$ cat config.mk
export PLATFORM = sky130hd
export DESIGN_NAME = fp32_accumulator
export DESIGN_NICKNAME = d
export VERILOG_FILES = /design/src/rtl/fp32_pkg.sv /design/src/rtl/fp32_adder.sv /design/src/rtl/fp32_accumulator.sv
export SDC_FILE = /design/constraint.sdc
export NUM_CORES = 1
export LEC_CHECK = 0
export CAP_MARGIN = 0
export CORE_ASPECT_RATIO = 2
export CORE_UTILIZATION = 27
export DETAILED_ROUTE_END_ITERATION = 12
export GPL_TIMING_DRIVEN = 0
export PLACE_DENSITY = 0.41
export SLEW_MARGIN = 0
export SYNTH_ARGS = -nofsm -noshare
export SYNTH_HDL_FRONTEND = slang
export SYNTH_SLANG_ARGS = --single-unit
export TNS_END_PERCENT = 5
$ cat constraint.sdc
create_clock -name clk -period 18 [get_ports clk]
set_input_delay 3.6 -clock clk [delete_from_list [all_inputs] [get_ports clk]]
set_output_delay 3.6 -clock clk [all_outputs]
set_load 0.02 [all_outputs]
$ cat src/rtl/fp32_pkg.sv
// FP32 field layout, special-value constants and classification helpers
// shared by the neuron datapath arithmetic blocks.
package fp32_pkg;

    typedef struct packed {
        logic        sign;
        logic [7:0]  exp;
        logic [22:0] frac;
    } fp32_t;

    localparam logic [31:0] QNAN     = 32'h7FC00000;
    localparam logic [31:0] POS_INF  = 32'h7F800000;
    localparam logic [31:0] NEG_INF  = 32'hFF800000;
    localparam int          EXP_BIAS = 127;
    localparam logic [7:0]  EXP_MAX  = 8'hFF;

    function automatic logic is_nan(input logic [31:0] v);
        return (v[30:23] == EXP_MAX) && (v[22:0] != '0);
    endfunction

    function automatic logic is_inf(input logic [31:0] v);
        return (v[30:23] == EXP_MAX) && (v[22:0] == '0);
    endfunction

    // Denormals count as zero: they are flushed before any arithmetic.
    function automatic logic is_zero(input logic [31:0] v);
        return v[30:23] == 8'h00;
    endfunction

endpackage

$ cat src/rtl/fp32_adder.sv
// Combinational FP32 adder: flush-to-zero, 3 guard bits, truncating rounding,
// NaN/inf propagation. One result per cycle, no state.
module fp32_adder
    import fp32_pkg::*;
(
    input  logic [31:0] a,
    input  logic [31:0] b,
    output logic [31:0] sum
);

    fp32_t              fa, fb, big, sml;
    logic               a_ge_b;
    logic               eff_sub;
    logic               found;
    logic [7:0]         diff;
    logic [26:0]        big_m, sml_m;
    logic [27:0]        raw, norm;
    logic [4:0]         lz;
    logic signed [9:0]  exp_r;
    logic               unused_norm;

    always_comb begin
        fa      = a;
        fb      = b;
        a_ge_b  = {fa.exp, fa.frac} >= {fb.exp, fb.frac};
        big     = a_ge_b ? fa : fb;
        sml     = a_ge_b ? fb : fa;
        diff    = big.exp - sml.exp;
        big_m   = {1'b1, big.frac, 3'b000};
        sml_m   = (diff >= 8'd26) ? '0 : ({1'b1, sml.frac, 3'b000} >> diff);
        eff_sub = big.sign ^ sml.sign;
        raw     = eff_sub ? ({1'b0, big_m} - {1'b0, sml_m})
                          : ({1'b0, big_m} + {1'b0, sml_m});

        // Leading-zero count over the 28-bit raw sum; bit 27 is the carry-out.
        lz    = '0;
        found = 1'b0;
        for (int i = 27; i >= 0; i--) begin
            if (!found && raw[i]) begin
                lz    = 5'(27 - i);
                found = 1'b1;
            end
        end
        norm  = raw << lz;
        exp_r = $signed({2'b00, big.exp}) + 10'sd1 - $signed({5'b00000, lz});

        if (is_nan(a) || is_nan(b))
            sum = QNAN;
        else if (is_inf(a) && is_inf(b))
            sum = (fa.sign != fb.sign) ? QNAN : a;
        else if (is_inf(a))
            sum = a;
        else if (is_inf(b))
            sum = b;
        else if (is_zero(a) && is_zero(b))
            sum = {fa.sign & fb.sign, 31'b0};
        else if (is_zero(a))
            sum = b;
        else if (is_zero(b))
            sum = a;
        else if (raw == '0)
            sum = '0;
        else if (exp_r >= 10'sd255)
            sum = {big.sign, 8'hFF, 23'b0};
        else if (exp_r <= 10'sd0)
            sum = {big.sign, 31'b0};
        else
            sum = {big.sign, exp_r[7:0], norm[26:4]};
    end

    assign unused_norm = ^{norm[27], norm[3:0]};

endmodule

$ cat src/rtl/fp32_accumulator.sv
// Sums a stream of FP32 products into one value per vector and holds the
// result on a valid/ready output until consumed.
module fp32_accumulator
    import fp32_pkg::*;
#(
    parameter int MAX_LEN = 784,
    parameter int CNT_W   = 10
) (
    input  logic             clk,
    input  logic             rst_n,
    input  logic             in_valid,
    output logic             in_ready,
    input  logic [31:0]      in_data,
    input  logic             in_last,
    output logic             out_valid,
    input  logic             out_ready,
    output logic [31:0]      out_data,
    output logic [CNT_W-1:0] out_len,
    output logic             out_len_err
);

    localparam logic [0:0] ACCUM = 1'b0;
    localparam logic [0:0] HOLD  = 1'b1;

    logic [0:0]       state;
    logic [31:0]      acc;
    logic [CNT_W-1:0] cnt;
    logic [31:0]      add_a, sum;
    logic             end_vec;

    assign in_ready  = (state == ACCUM);
    assign out_valid = (state == HOLD);
    // First beat adds to +0 so a stale accumulator can never leak in.
    assign add_a     = (cnt == '0) ? 32'h0 : acc;
    assign end_vec   = in_last || (cnt == CNT_W'(MAX_LEN - 1));

    fp32_adder u_add (
        .a   (add_a),
        .b   (in_data),
        .sum (sum)
    );

    always_ff @(posedge clk or negedge rst_n) begin
        if (!rst_n) begin
            state       <= ACCUM;
            acc         <= '0;
            cnt         <= '0;
            out_data    <= '0;
            out_len     <= '0;
            out_len_err <= 1'b0;
        end else begin
            case (state)
                ACCUM: begin
                    if (in_valid) begin
                        if (end_vec) begin
                            out_data    <= sum;
                            out_len     <= cnt + 1'b1;
                            out_len_err <= ~in_last;
                            acc         <= '0;
                            cnt         <= '0;
                            state       <= HOLD;
                        end else begin
                            acc <= sum;
                            cnt <= cnt + 1'b1;
                        end
                    end
                end
                default: begin
                    if (out_ready)
                        state <= ACCUM;
                end
            endcase
        end
    end

endmodule

# Yosys cells after proc, flatten, opt, wreduce, memory -nomap -nowiden
# Index checks and enable logic that the tools add are counted.
[word_totals]
regBits = 86
input_bits = 37
elab_cells = 174
output_inout_bits = 45
[op_classes]
n_eq_ne = 4
n_shift = 2
bitwise = 4
n_mux = 76
add_sub_neg = 6
reduce_logical = 72
order_cmp = 4
[ops]
columns = ["operator", "n"]
rows = [
  ["two-way mux 32 bit", 13],
  ["two-way mux 31 bit", 2],
  ["two-way mux 5 bit", 12],
  ["zero test 23 bit", 2],
  ["nonzero test 23 bit", 2],
  ["logical AND 1 bit", 33],
  ["two-way mux 1 bit", 32],
  ["two-way mux 4 bit", 8],
  [">= comparator 31 bit", 1],
  ["adder 27 x 27 -> 28 bit", 1],
  ["zero test 28 bit", 1],
  ["two-way mux 28 bit", 1],
  ["left shift 28 x 5 -> 27 bit", 1],
  ["subtractor 27 x 27 -> 28 bit", 1],
  ["zero test 1 bit", 27],
  ["two-way mux 27 bit", 1],
  [">> shifter 27 x 8 -> 27 bit", 1],
  ["== test 8 bit, second input constant", 2],
  ["zero test 8 bit", 2],
  ["two-way mux 3 bit", 4],
  ["adder 10 x 1 -> 10 bit, second input constant", 1],
  ["== test 10 bit, second input constant", 1],
  [">= comparator 10 x 9 -> 1 bit, second input constant", 1],
  ["<= comparator 10 x 1 -> 1 bit, second input constant", 1],
  ["14 further kinds", 17],
]

# Depth between registers and ports, before layout
# Gate-level depths: netlist of run 1.
[logic_depth]
depth_word = 104
mapped_depth = 80
mapped_depth_nobuf = 67

# Hierarchy
# A second synthesis of run 1 with hierarchy kept.
[hier_totals]
hier_cells = 2049
hier_area_um2 = 14985.6
[by_module_without_submodules]
columns = ["module", "seq_area_each_um2", "n_inst", "cells_per_inst", "area_per_inst_um2"]
rows = [
  ["fp32_adder", 0.0, 1, 1694, 11040.6],
  ["fp32_accumulator", 2152.1, 1, 355, 3945.0],
]

# Worst setup path before layout of run 1
# OpenSTA, ideal clock, no wires.
[synth_path]
kind = "input-to-reg"
start = "in in_data[13]"
end = "reg acc[9]"
path_stages = 69
t_arrival_ns = 16.212
required_ns = 17.933
setup_ns = 0.067
setup_slack_ns = 1.721
n_path_buf = 10
path_cell_list = "inv_1 -> ha_1 -> and4_1 -> a221o_1 -> a211o_1 -> or4_1 -> buf_2 -> o211ai_2 -> nand2_1 -> clkbuf_1 -> clkbuf_1 -> buf_1 -> clkbuf_1 -> nor3_1 -> a21oi_1 -> ha_1 -> a41oi_1 -> o21a_1 -> [33 not listed] -> ha_1 -> inv_1 -> fa_1 -> a21o_1 -> a21oi_1 -> inv_1 -> a21oi_1 -> nand3_1 -> nor2_1 -> xnor2_1 -> o41ai_1 -> or3_1 -> nor2_1 -> nand2_1 -> or3_1 -> a31oi_1 -> a21o_1 -> a22o_1"
[synth_between]
elab_chain_cells = 102
elab_cells_between_ends = 142
classes_between = "add/sub: 5; order compare: 4; shift: 2; mux: 69; bitwise: 1; reduce/logical: 61"
[synth_rtl]
columns = ["element", "line", "source"]
rows = [
  ["from (decl)", "fp32_accumulator.sv:13", "input logic [31:0] in_data,"],
  [">= comparator 31 bit", "fp32_adder.sv:25", "a_ge_b = {fa.exp, fa.frac} >= {fb.exp, fb.frac};"],
  ["two-way mux 32 bit, on equally long branches", "fp32_adder.sv:26, fp32_adder.sv:27", ""],
  ["subtractor 8 bit", "fp32_adder.sv:28", "diff = big.exp - sml.exp;"],
  [">> shifter 27 x 8 -> 27 bit or >= comparator 8 x 5 -> 1 bit (tied branches)", "fp32_adder.sv:30", "sml_m = (diff >= 8'd26) ? '0 : ({1'b1, sml.frac, 3'b000} >> diff);"],
  ["two-way mux 27 bit", "fp32_adder.sv:30", ""],
  ["adder 27 x 27 -> 28 bit or subtractor 27 x 27 -> 28 bit (tied branches)", "fp32_adder.sv:33, fp32_adder.sv:32", ""],
  ["two-way mux 28 bit", "fp32_adder.sv:32", "raw = eff_sub ? ({1'b0, big_m} - {1'b0, sml_m})"],
  ["two-way mux 1 bit", "fp32_adder.sv:39", "if (!found && raw[i]) begin"],
  ["[86 not listed]", "--", ""],
  ["two-way mux 32 bit", "fp32_adder.sv:59", "else if (is_zero(b))"],
  ["two-way mux 32 bit", "fp32_adder.sv:57", "else if (is_zero(a))"],
  ["two-way mux 32 bit", "fp32_adder.sv:55", "else if (is_zero(a) && is_zero(b))"],
  ["two-way mux 32 bit", "fp32_adder.sv:53", "else if (is_inf(b))"],
  ["two-way mux 32 bit", "fp32_adder.sv:51", "else if (is_inf(a))"],
  ["two-way mux 32 bit", "fp32_adder.sv:49", "else if (is_inf(a) && is_inf(b))"],
  ["two-way mux 32 bit *", "fp32_adder.sv:47", "if (is_nan(a) || is_nan(b))"],
  ["two-way mux 32 bit *", "fp32_accumulator.sv:55", "if (end_vec) begin"],
  ["to (signal assigned)", "fp32_accumulator.sv:63", "acc <= sum;"],
  ["to (decl)", "fp32_accumulator.sv:26", "logic [31:0] acc;"],
]
# Mark *: on every way between the ends. The rest lies on a longest branch, timed or not.
# A chain may end at the register's enable or synchronous reset.

# Worst setup path in the final report of run 1
[layout_path]
start = "in in_data[1]"
end = "reg acc[17]"
# The elaborated chain is that of the path after synthesis.

==> results of run 1 <==
final cells by class:
class                      instances  area [um2]  area share (%)
tap                              671         840            4.77
multi-input combinational       1803       12200            69.3
inverter                         118         453            2.57
clock buffer                       9         225            1.28
clock inverter                     7        71.3           0.405
sequential                        86        2150            12.2
buffer                           133         628            3.57
timing repair buffer             111        1030            5.84
per-stage QoR:
stage,setup TNS [ns],util (%)
5_1_grt,0,32.7
2_1_floorplan,0,-
6_report,0,32.7
4_1_cts,0,32.1
3_5_place_dp,-344.33,30.5
3_3_place_gp,-398.59,30.4
cell usage after synthesis, drive strengths merged, types with 14 or more instances:
| library cell | count | share of area (%) |
|---|---|---|
| a21oi | 142 | 4.9 |
| a221oi | 15 | 0.89 |
| dfrtp | 86 | 15 |
| nor2 | 203 | 5.2 |
| or3 | 18 | 0.76 |
| a31oi | 30 | 1.4 |
| o31ai | 31 | 1.8 |
| nand2 | 303 | 7.7 |
| clkbuf | 117 | 3.0 |
| nor2b | 14 | 0.59 |
| mux2i | 51 | 3.5 |
| o22ai | 16 | 0.68 |
| and3 | 34 | 1.4 |
| nor3 | 65 | 2.2 |
| o211ai | 37 | 2.0 |
| nand3 | 54 | 1.8 |
| mux2 | 22 | 1.7 |
| and2 | 27 | 1.1 |
| buf | 28 | 1.1 |
| nor4 | 27 | 1.3 |
| nand4 | 20 | 0.89 |
| inv | 116 | 3.0 |
| ha | 82 | 6.9 |
| a21o | 35 | 1.8 |
| o21bai | 14 | 0.71 |
| xnor2 | 38 | 2.3 |
| o221ai | 14 | 0.83 |
| o21ai | 191 | 6.6 |
| a22o | 21 | 1.2 |
| o21a | 21 | 1.1 |
| a211oi | 33 | 1.7 |
| nand2b | 34 | 1.4 |
| a22oi | 20 | 1.0 |
cells by family after synthesis:
family / count (synthesis) / share of synthesized area, %
and+or+nand+nor: 845 / 27.0
DFF: 86 / 14.6
adders and majority gates: 86 / 7.36
muxes: 84 / 6.81
xor gates and xnor gates: 43 / 2.55
AOI/OAI and AO/OA: 745 / 34.6
buffers and inverters: 263 / 7.09
worst register-to-register path, delay by kind of cell, from the launching register on:
kind | cells | cell delay, ns
AOI/OAI and AO/OA | 27 | 5.34
buffers and inverters | 19 | 4.80
and+or+nand+nor | 18 | 3.74
adders and majority gates | 6 | 1.95
xor gates and xnor gates | 2 | 0.45
DFF | 1 | 0.39
muxes | 1 | 0.36
cells in the final DEF, fill, tap and decap left out, types with 14 or more instances in the layout:
cell type	synthesis	layout
inv_1	113	110
o21ai_1	10	20
and3_1	34	34
o21a_1	21	20
clkdlybuf4s50_1	0	63
o31ai_1	27	22
buf_2	12	14
and2_1	26	26
dfrtp_1	86	86
nand2_1	302	295
xnor2_1	38	30
a21oi_1	140	127
nor4_1	25	25
a22o_1	21	21
nand4_1	19	19
a211oi_1	32	28
nand3_1	54	51
a22oi_1	20	18
o21ai_0	179	166
a221oi_1	15	14
mux2i_1	51	49
nand2b_1	34	30
o22ai_1	16	16
a31oi_1	28	28
a21o_1	35	33
nor3_1	64	56
buf_4	3	39
or3_1	18	16
mux2_2	21	21
clkbuf_1	117	88
nor2_1	203	195
o21bai_1	14	14
o211ai_1	34	34
ha_1	82	77
state kept, by name, indices dropped and copies added (netlist names):
register and count:
acc 32, cnt 10, out_data 32, out_len 10
out_len_err 1, out_valid 1
final timing paths:
path | cells after the start | from | to
worst max-delay path | 67 | in_data[1] | acc[17]
worst min-delay path | 2 | out_data[29] | out_data[29]
worst max register to register | 73 | cnt[9] | acc[17]
worst min register to register | 2 | out_data[29] | out_data[29]
max in group asynchronous | 2 | rst_n | out_len[0]
min in group asynchronous | 1 | rst_n | out_data[10]
report_power, final:
group	switching [W]	internal [W]
registers	0.0000694	0.000255
logic	0.00129	0.000640
clock network	0.0000937	0.0000982
total	0.00145	0.000994
timing repair:
item	4_1_cts	5_1_grt
gates resized for setup	146	70
setup endpoints to repair	64	58
pin swaps	17	18
buffers inserted	19	14
endpoints found under the hold margin	0	0
routing by layer:
layer	global-route usage (%)	vias up	routed length [um]
li1	-	8201	-
met1	28.0	8812	28000
met2	64.3	830	50000
met3	3.62	359	4030
met4	35.3	0	11900
met5	0	-	0
==> impl_metrics.toml, run 1 <==
[finish]
layout-area-overhead-vs-synth_pct = 19.2
finalNonFillerCells = 2938
fin_area_um2 = 17600
n_fill_cell = 5980
diodes = 0
nets = 2383
drive_above_1_share_pct = 12.0

[drt]
routedWlPerCell_um = 32.0
drt_iter0_drc = 1287
remaining_drc_errors = 0
vias = 18200
dr.pass1.iters = 7
finalWirelength_um = 93900
antenna_left = 0
routed_via_density = 6.20

[timing]
fmax_ghz = 0.0571
finalSetupViolCount = 0
tightestPinTransition_ns = 1.49
period_share_pct = 97.2
maxSlewHeadroom_pct = 0.176
final.min_clock_period_ns = 17.50
finalHoldViolations = 0
rsz0062_at_grt = "no"
whs_ns = 0.480
fin_worst_skew_ns = 0.0114
worst_slack_ns = 0.496
timing.final.max_slew_violations = 0

[clocking]
clock_latency_ns = 0.37
cts_buffer_depth = 2
tritoncts = "yes"
cts_num_sinks = 86
htreeDepth = 3
numCtsBuffers = 9
root_buffer = "clkbuf_16"
path_clk_slew_ns = 0.08
cts.hold.buffers_added = 0

[global_route]
grt_pass1_vias = 18500
grt_max_degree = 65
antenna_found_initial = 0
overflow = 0
grt_use_total_pct = 33.3
grt_pass1_wl_um = 133000

[pwr]
p_leak_nw = 7.30
power_density_nw_per_um2 = 139
finalPower_w = 0.00245
ir_drop_v = 0.0000806

[place]
place_ws_ns = -6.32
gp_congestion = 0.981
dp_hpwl_um = 79700
placedCellCount = 2899
numPortBuffers = 73
place_area_um2 = 16400

[worst_hold_path]
hp-class = "reg2reg"

[setup_path]
crit_family = "compound AO/OA/AOI/OAI gates"
reg2reg_slack_ns = 0.86
cp.required_ns = 18.26
slowest_delay_ns = 0.82
cp.arrival_ns = 17.76
endpoint_kind = "flop"
startpoint_type = "input port"
crit_fanout = 19
crit_type = "in2reg"
crit_buf_inv = 16
cp_slowest_cell = "clkdlybuf4s50_1"

[floorplan]
floorplan.initialDensity_pct = 27.5
core_um2 = 53800
die-area_um2 = 55700
fp.dieW_um = 167
pin_count = 82
row_count = 120
dieHeight_um = 333

[synth]
synth_cell_types = 106
synth_area_um2 = 14800
synthArstFlopShare_pct = 100
synth_enable_flop_cells = 0
ys.flop_type = "dfrtp_1"
syn_avg_cell_area_um2 = 6.86
synth_warnings = 0
ys_ff_latch = 86
syn-num-nets = 2273
netlist_instances = 2152
ys_seq_area_share_pct = 14.6

[run_status]
status = "complete, but fails checks"
violations = "max-capacitance violations"

[flow_run]
maxCapViolations = 1
No activity file was read; power rests on OpenSTA's default activity.
==> run 2: changes to the inputs <==
--- a/config.mk
+++ b/config.mk
@@ -10,7 +10,7 @@
 export CORE_UTILIZATION = 27
 export DETAILED_ROUTE_END_ITERATION = 12
 export GPL_TIMING_DRIVEN = 0
-export PLACE_DENSITY = 0.41
+export PLACE_DENSITY = 0.48
 export SLEW_MARGIN = 0
 export SYNTH_ARGS = -nofsm -noshare
 export SYNTH_HDL_FRONTEND = slang
==> run 2 against run 1 <==
Compared with the run above: final cell count decreased by 0.37%; sequential power grew 1%; utilization is 0.35 points lower; critical endpoint is now out_data[7]; the flow now finishes without violations.
==> impl_metrics.toml, run 2 (synthesized netlist as in run 1, its figures left out) <==
[run_status]
status = "complete, no violations"

[setup_path]
reg2reg_slack_ns = 0.58
crit_path_frequent_cell = "a21o_1"
r2r-end = "out_data[7]"
slowest_delay_ns = 0.56
cp_slowest_cell = "or4_4"
r2r-start = "cnt[7]"
startpoint_type = "input port"
cp.arrival_ns = 17.71
endpoint_kind = "flop"
critPathCapture = "out_data[7]"
cp.required_ns = 18.22
path_depth = 58
crit_family = "compound AO/OA/AOI/OAI gates"
crit_type = "in2reg"
crit_fanout = 37
crit_path_start = "in_data[13]"
crit_buf_inv = 10
worstRegToRegCells = 62

[pwr]
finalPower_w = 0.00242
power_density_nw_per_um2 = 139
p_leak_nw = 7.24
ir_drop_v = 0.000112

[finish]
most-common-layout-cells = "297 x nand2_1, 195 x nor2_1, 172 x o21ai_0"
finalNonFillerCells = 2927
drive_above_1_share_pct = 10.5
layout-area-overhead-vs-synth_pct = 17.9
nets = 2372
n_fill_cell = 5922
final_common_cell = "nand2_1"
reg_top3 = "acc (32), out_data (32)"
diodes = 0

[drt]
drt_iter0_drc = 1477
remaining_drc_errors = 0
dr.pass1.iters = 7
vias = 18200
routed_via_density = 6.20
antenna_left = 0
routedWlPerCell_um = 30.5
finalWirelength_um = 89300

[timing]
finalSetupViolCount = 0
period_share_pct = 97.1
finalHoldViolations = 0
fmax_ghz = 0.0572
timing.final.max_slew_violations = 0
tns_ns = 0
tightestPinTransition_ns = 1.40
fin_worst_skew_ns = 0.0128
final.min_clock_period_ns = 17.49
maxSlewHeadroom_pct = 5.72

[floorplan]
dieHeight_um = 333
fp.dieW_um = 167
row_count = 120
pin_count = 82
die-area_um2 = 55700
core_um2 = 53800
floorplan.initialDensity_pct = 27.5

[global_route]
grt_use_total_pct = 31.7
grt_pass1_wl_um = 128000
antenna_found_initial = 1
grt_use_met3_pct = 4.43
met1_usage_pct = 28.0
grt_pass1_vias = 18300
top_usage_layer = "met2"
overflow = 0
grt_max_degree = 67
met2_usage_pct = 59.4

[clocking]
cts.hold.buffers_added = 0
path_clk_slew_ns = 0.06
tritoncts = "yes"
cts_buffer_depth = 2
clock_latency_ns = 0.36
root_buffer = "clkbuf_16"
numCtsBuffers = 9
cts_num_sinks = 86
htreeDepth = 3

[place]
placedCellCount = 2899
dp_hpwl_um = 73700
gp_congestion = 1.04
numPortBuffers = 73

[worst_hold_path]
hp-class = "reg2reg"

[flow_run]
maxCapViolations = 0
==> run 2: area by class of cell <==
cell class              count  area, um2  share of cell area (%)
multi-input cells        1803      12000                    69.1
flip-flops and latches     86       2150                    12.4
repair buffers            102        967                    5.56
well taps                 671        840                    4.82
plain buffers             131        612                    3.51
inverters                 118        457                    2.62
clock buffers              12        267                    1.53
clock inverters             4       77.6                   0.446
==> run 2: power breakdown <==
| group | switching, W | internal [W] | total [W] | leakage [nW] |
|---|---|---|---|---|
| registers | 0.0000734 | 0.000256 | 0.000329 | 1.11 |
| clock network | 0.0000812 | 0.000133 | 0.000215 | 0.169 |
| logic | 0.00125 | 0.000627 | 0.00188 | 5.96 |
==> run 2: worst min path at each step <==
stage                  from           end  slack, ns  cells after the start
3_5_place_dp   out_data[30]  out_data[30]       0.47                      2
3_3_place_gp     out_len[1]    out_len[1]       0.47                      2
6_report       out_data[30]  out_data[30]       0.49                      2
2_1_floorplan        acc[1]        acc[1]       0.46                      2
5_1_grt        out_data[30]  out_data[30]       0.52                      2
4_1_cts        out_data[30]  out_data[30]       0.49                      2
==> run 2: worst register-to-register path, delay by kind of cell (launching register included) <==
| kind | cells | cell delay [ns] |
|---|---|---|
| adders and majority gates | 4 | 1.29 |
| buffers and inverters | 11 | 2.86 |
| AOI/OAI and AO/OA | 30 | 6.85 |
| DFF | 1 | 0.45 |
| and+or+nand+nor | 16 | 5.48 |
| xor gates and xnor gates | 1 | 0.34 |
==> run 2: timing repair <==
item	in CTS	in global routing
pin swaps	14	6
endpoints found under the setup margin	64	62
gates cloned	0	0
buffers inserted	16	9
gates resized for setup	138	34
==> run 2: per-stage QoR <==
stage	cell area (um2)	worst slack [ns]	utilization (%)	hold slack [ns]
4_1_cts	17300	0.0136	32.1	0.491
3_5_place_dp	16400	-6.09	30.5	0.467
6_report	17400	0.515	32.4	0.486
2_1_floorplan	14800	1.72	-	0.464
3_3_place_gp	16300	-6.44	30.4	0.473
5_1_grt	17400	-0.00148	32.4	0.524
==> run 2: layer usage <==
layer | vias to the layer above | wire (um)
li1 | 8166 | -
met5 | - | 13
met2 | 903 | 46200
met3 | 387 | 4460
met4 | 2 | 10700
met1 | 8693 | 28000
